[src/rtl/bitmap_scanx.sv]
// Sequential bitmap scanner: enumerates the index of every bit equal to VALUE, one per handshake.
// First index two cycles after load; oidx/ovalid hold while ordy is low; done pulses once the mask is empty.
module bitmap_scanx #(
  parameter int   INW   = 256,
  parameter int   OUTW  = 8,
  parameter logic VALUE = 1'b1,
  parameter bit   MSBF  = 1'b0
) (
  input  logic            clk,
  input  logic            rst_,
  input  logic            ld,
  input  logic [INW-1:0]  ldmap,
  input  logic            abort,
  output logic            busy,
  output logic            ovalid,
  output logic [OUTW-1:0] oidx,
  input  logic            ordy,
  output logic            done,
  output logic [OUTW:0]   hits
);

  typedef enum logic {IDLE, SCAN} state_t;

  state_t          state, state_nxt;
  logic [INW-1:0]  mask;
  logic [INW-1:0]  pick;
  logic [OUTW-1:0] sel;
  logic            any;
  logic            accept;
  logic            advance;
  logic            handshake;

  // Last match in the loop wins, so the iteration direction sets the priority.
  always_comb begin
    sel  = '0;
    pick = '0;
    for (int i = 0; i < INW; i++) begin
      if (MSBF) begin
        if (mask[i]) begin
          sel     = OUTW'(i);
          pick    = '0;
          pick[i] = 1'b1;
        end
      end else begin
        if (mask[INW-1-i]) begin
          sel           = OUTW'(INW-1-i);
          pick          = '0;
          pick[INW-1-i] = 1'b1;
        end
      end
    end
  end

  assign any       = |mask;
  assign busy      = (state == SCAN);
  assign accept    = ld & ~busy & ~abort;
  assign advance   = busy & (~ovalid | ordy) & ~abort;
  assign handshake = ovalid & ordy;

  always_ff @(posedge clk or negedge rst_) begin
    if (!rst_) begin
      state <= IDLE;
    end else begin
      state <= state_nxt;
    end
  end

  always_comb begin
    state_nxt = state;
    case (state)
      IDLE: if (accept) state_nxt = SCAN;
      SCAN: begin
        if (abort) begin
          state_nxt = IDLE;
        end else if (advance && !any) begin
          state_nxt = IDLE;
        end
      end
      default: state_nxt = IDLE;
    endcase
  end

  always_ff @(posedge clk or negedge rst_) begin
    if (!rst_) begin
      mask   <= '0;
      ovalid <= 1'b0;
      oidx   <= '0;
      done   <= 1'b0;
      hits   <= '0;
    end else begin
      done <= 1'b0;
      if (handshake) hits <= hits + 1'b1;
      if (abort) begin
        mask   <= '0;
        ovalid <= 1'b0;
      end else if (accept) begin
        mask <= VALUE ? ldmap : ~ldmap;
        hits <= '0;
      end else if (advance) begin
        if (any) begin
          oidx   <= sel;
          ovalid <= 1'b1;
          mask   <= mask & ~pick;
        end else begin
          ovalid <= 1'b0;
          done   <= 1'b1;
        end
      end
    end
  end

endmodule

[config.mk]
export PLATFORM = sky130hd
export DESIGN_NAME = bitmap_scanx
export DESIGN_NICKNAME = d
export VERILOG_FILES = /design/src/rtl/bitmap_scanx.sv
export SDC_FILE = /design/constraint.sdc
export NUM_CORES = 1
export LEC_CHECK = 0
export ABC_AREA = 0
export CORE_MARGIN = 3
export CORE_UTILIZATION = 50
export CTS_CLUSTER_DIAMETER = 50
export DETAILED_ROUTE_END_ITERATION = 6
export PLACE_DENSITY = 0.74
export SLEW_MARGIN = 40
export SYNTH_ARGS = -nofsm -noshare
export SYNTH_HDL_FRONTEND = slang
export SYNTH_SLANG_ARGS = --single-unit
[constraint.sdc]
create_clock -name clk -period 7.1 [get_ports clk]
set_input_delay 1.775 -clock clk [delete_from_list [all_inputs] [get_ports clk]]
set_output_delay 1.775 -clock clk [all_outputs]
set_load 0.02 [all_outputs]
## After elaboration in Yosys (flattened, before gate mapping)

Index checks and enable logic that the tools add are counted.
Widths: inputs -> output; s select.

- Bits in registers: 276
- Input port bits: 261
- Logic and storage cells: 560

- $add $sub $neg: 1
- Eq/ne operators: 1
- Multiplexer cells: 531
- Bitwise operators: 12
- Reductions and logical operators: 9

Operator list:

| kind | count |
|---|---|
| $mux 256 | 260 |
| $mux 8 | 256 |
| $and 256x256->256 | 1 |
| $not 256->256 | 1 |
| $reduce_or 256->1 | 1 |
| $mux 9 | 3 |
| $mux 1 | 11 |
| $add 9x1->9 const B | 1 |
| $reduce_bool 3->1 | 2 |
| $and 1x1->1 | 5 |
| $not 1->1 | 4 |
| $reduce_and 2->1 | 2 |
| $reduce_and 4->1 | 1 |
| $ne 2x2->1 const B | 1 |
| $pmux 1 s2 | 1 |
| $reduce_bool 2->1 | 1 |
| $logic_and 1x1->1 | 1 |
| $logic_not 1->1 | 1 |
| $or 1x1->1 | 1 |

## Logic depth before layout (Yosys ltp)

- Depth in word-level cells: 262
- Gate-level depth with buffers: 13

## Least setup slack after synthesis

OpenSTA, ideal clock, no wires.

- Path kind: input-to-reg
- From: input port ordy
- To: register mask[197]
- Library setup time: 0.122 ns
- Data arrival time: 3.619 ns
- Required time: 6.978 ns
- Slack: 3.360 ns
- Stages: 6
- Cell sequence: o21a_1 > nand2_1 > a2111o_1 > or4_4 > or4_1 > a32o_1

- Word-level cells in the longest chain between the ends: 5

RTL lines:

| what | RTL line | RTL |
|---|---|---|
| start, declared | 17 | `input logic ordy,` |
| $or 1x1->1 | 57 | `assign advance = busy & (~ovalid \| ordy) & ~abort;` |
| $and 1x1->1 (2 in a row) | 57 |  |
| $reduce_bool 3->1 (no line) | -- |  |
| $reduce_and 2->1 (no line) | -- |  |
| end signal, assigned | 97 | `mask <= VALUE ? ldmap : ~ldmap;` |
| end signal, assigned | 103 | `mask <= mask & ~pick;` |
| end, declared | 25 | `logic [INW-1:0] mask;` |

Every way passes these cells.
A chain may end at the register's enable or synchronous reset.

## Worst setup path in the final report

- From: register mask[147]
- To: register mask[26]

- Word-level cells in the longest chain between the ends: 154

RTL lines:

| what | RTL line | RTL |
|---|---|---|
| $mux 256 (148 in a row) | 45 | `if (mask[INW-1-i]) begin` |
| $not 256->256 | 103 |  |
| $and 256x256->256 | 103 |  |
| $mux 256 | 100 | `if (any) begin` |
| $mux 256 | 99 | `end else if (advance) begin` |
| $mux 256 | 96 | `end else if (accept) begin` |
| $mux 256 | 93 | `if (abort) begin` |

Several ways; a longest one is shown, not always the timed one. The select of a mux whose other input is x is not followed.

==> summary.md <==
| Metric | Value |
|---|---|
| Share of layout cells above drive strength 1 | `7.005%` |
| PortBufs | `280` |
| Worst vdd ir | `0.2180 mV` |
| Critical Path RT | `7.59 ns` |
| Crit. Startpoint | `mask[147]` |
| Num CTS Buffers | `41` |
| Number of global-route vias before repair | `20606` |
| FILL cells | `2917` |
| Largest net degree at the start of global routing | `203` |
| Syn Std Cell Area | `17770 sq um` |
| Wire length per cell | `28.61 um` |
| Synth Area per Inst | `7.854 sq um` |
| Root buffer cell | `clkbuf_16` |
| Setup slack, reg-to-reg | `2.61 ns` |
| Post-synthesis xor/xnor area fraction | `0.3944%` |
| Initial core utilization | `51.05%` |
| Multiplexer area fraction after synthesis | `0.05634%` |
| Pwr/cell area | `233.2 nW/um^2` |
| H-tree levels | `2` |
| Antenna Nets Post-Route | `0` |
| Highest clock rate | `222.8 MHz` |
| Area Growth Syn to Fin | `27.30%` |
| Final setup fails | `0` |
| Ys flop type | `dfrtp_1` |
| Syn_nets | `2524` |
| Pre-antenna DRT Iters | `7` |
| Nets | `2772` |
| Critical path capture point | `mask[26]` |
| Remaining global-route overflow | `0` |
| Yosys top cell by area | `dfrtp_1` |
| Crit path time final | `4.489 ns` |
| Synth cell count leaders | `nand2_1, dfrtp_1, a21oi_1` |
| Critical path, cell by cell | `or4_1 -> nor4_1 -> nand3_1 -> or4b_4 -> o31ai_4 -> buf_4 -> or3_1 -> o211ai_1 -> a21oi_1` |
| Seq/Total Area, Yosys | `38.88%` |
| Synth warnings | `0` |
| Worst reg2reg path startpoint | `mask[147]` |
| Post-CTS setup buffers | `0` |
| Yosys reg bits | `276` |
| Placed Area | `21080 sq um` |
| Critical path class | `register to register` |
| Worst skew pair latency | `0.58 ns` |
| Max capacitance violation total | `0` |
| Routed WL | `85.81 mm` |
| Static leakage power | `8.802 nW` |
| Vias/cell | `7.095` |
| Row count | `68` |
| Total negative slack | `0 ns` |
| Detailed Route Iter0 Violations | `2912` |
| Final Max Slew Viols | `0` |
| Crit path DAT | `4.98 ns` |
| DR vias | `21279` |
| Reg2reg end | `mask[26]` |
| Synth area leaders | `dfrtp_1, nand2_1, a21oi_1` |
| Final Cell Area | `22620 sq um` |
| Post-CTS Resized | `0` |
| Post-synth top area share | `38.88%` |
| Max-slew headroom | `34.00%` |
| Post-CTS Hold Buffers | `0` |
| RSZ-0062 raised after global routing | `false` |
| Fin Hold WS | `0.5471 ns` |
| Total track usage | `43.95%` |
| Crit path max-delay family | `simple AND/OR/NAND/NOR gates` |
| CP peak stage delay | `0.73 ns` |
| Final Wtd Congestion | `1.062` |
| Clk sinks | `276` |
| Worst path bufs/invs | `1` |
| First-pass GRT wire length | `128.6 mm` |
| Worst-margin pin slew | `0.9810 ns` |
| Die area | `37830 sq um` |
| Initial antenna violation count | `3` |
| Hold path cells | `2` |
| Max Root-Sink Buffers | `3` |
| DR DRC count | `0` |
| Dpl ws | `2.344 ns` |
| Chip Height | `194.5 um` |
| Clock Skews | `0.01266 ns` |
| Asr flop ratio synth | `100.0%` |
| EDFF count, synth | `0` |
| Hold Crit Class | `register to register` |
| Simple-gate share of the synthesized area | `33.26%` |
| Reg2reg path depth | `9` |
| Clock-pin slew on the worst setup and hold paths | `0.06 ns` |
| Final core occ | `64.99%` |
| Status | `finished clean` |
| Count of cell types in the netlist | `79` |
| Post-synthesis adder-cell area fraction | `0.07043%` |
| DP Wirelength | `63.95 mm` |
| Core area | `34800 sq um` |
| Hold Crit Start | `oidx[7]` |
| CTS tree | `done` |
| Crit path max-delay cell type | `nor4_1` |
| Final setup margin | `2.611 ns` |
| CP Depth | `9` |
| Die X | `194.5 um` |
| Final Hold Viols | `0` |
| Worst-path fanout max | `9` |
| Synth Area in Compound Gates | `23.33%` |
| Syn Inst Count | `2262` |
| Main combinational cell family by area after synthesis | `simple AND/OR/NAND/NOR gates` |
| Fin crit share | `63.23%` |
| Top-count cell post-synth | `nand2_1` |
| I/O pins | `281` |
| Critical Path Source Type | `register` |
| CP endpoint kind | `register` |
[through the flow]
stage	power, mW	instances
6_report	5.273	2999
4_1_cts	5.202	2992
3_3_place_gp	3.087	2917
5_1_grt	5.419	2996
3_5_place_dp	3.105	2918
2_1_floorplan	2.483	2262
[worst reg2reg max path, stage by stage, from the launching register on]
cell	delay (ns)
dfrtp_1	0.47
or4_1	0.67
nor4_1	0.73
nand3_1	0.41
or4b_4	0.67
o31ai_4	0.51
buf_4	0.33
or3_1	0.31
o211ai_1	0.13
a21oi_1	0.18
[placed cells by master (no fill, tap or decap), types with 5 or more instances in the layout]
master | netlist | final
inv_1 | 63 | 63
a31oi_1 | 13 | 12
a211oi_1 | 10 | 10
inv_6 | 0 | 10
o211ai_1 | 101 | 101
nand3b_1 | 6 | 6
o31ai_1 | 22 | 22
nor2_1 | 207 | 204
a311oi_1 | 7 | 7
and4_1 | 5 | 5
nor3_1 | 69 | 69
o31a_1 | 6 | 6
nor4_2 | 14 | 21
or2_2 | 10 | 10
o311ai_0 | 50 | 50
a32o_1 | 22 | 22
nor2b_1 | 10 | 9
nand2b_1 | 15 | 14
nor4_4 | 6 | 7
a221oi_1 | 5 | 5
clkbuf_16 | 0 | 44
o311ai_1 | 8 | 8
a2111oi_0 | 9 | 9
o2111ai_1 | 8 | 8
nor4_1 | 98 | 90
or4_1 | 48 | 48
or3_1 | 19 | 19
nand4_1 | 63 | 63
and3_1 | 17 | 17
a21oi_1 | 251 | 251
o21ai_0 | 59 | 59
o21bai_1 | 7 | 7
buf_4 | 3 | 29
clkdlybuf4s50_1 | 0 | 278
dfrtp_1 | 276 | 276
nand2_1 | 400 | 400
xor2_1 | 7 | 7
nand3_1 | 163 | 163
clkbuf_8 | 0 | 7
[kinds of logic after synthesis]
family | after synthesis
compound gates | 622
flops | 276
mux | 1
xor+xnor | 8
fa+ha+maj | 1
simple gates | 1177
buf+inv | 177
[power by group]
group / switching [mW] / total (mW) / internal, mW
clock network: 0.847 / 2.12 / 1.27
registers: 0.168 / 1.83 / 1.67
logic: 0.843 / 1.32 / 0.480
total: 1.86 / 5.27 / 3.42
[sequential cells by signal, summed over array words and instances, names as in the netlist]
register  flops
mask        256
hits          9
oidx          8
busy          1
done          1
ovalid        1
[routing by layer]
metal | vias up | GRT usage (%) | wire (um)
met5 | - | 0 | 59
met4 | 2 | 25.85 | 6087
met3 | 356 | 9.690 | 8884
met2 | 1578 | 69.33 | 39230
met1 | 10256 | 55.68 | 31540
li1 | 9087 | - | -
[worst min-delay path by stage]
stage          slack [ns]        to
6_report             0.55   oidx[7]
5_1_grt              0.56   oidx[3]
3_3_place_gp         0.51   oidx[3]
3_5_place_dp         0.52   oidx[3]
2_1_floorplan        0.53  mask[57]
4_1_cts              0.53   oidx[3]
[cell type report]
type / count / area [sq um] / area share, %
inverter: 64 / 240.2 / 1.062
sequential: 276 / 6907 / 30.54
multi-input combinational: 1809 / 10280 / 45.44
timing repair buffer: 318 / 3217 / 14.22
antenna: 3 / 7.507 / 0.03320
tap: 455 / 569.3 / 2.517
clock buffer: 53 / 1184 / 5.234
clock inverter: 21 / 215.2 / 0.9516
No activity file was read; power rests on OpenSTA's default activity.
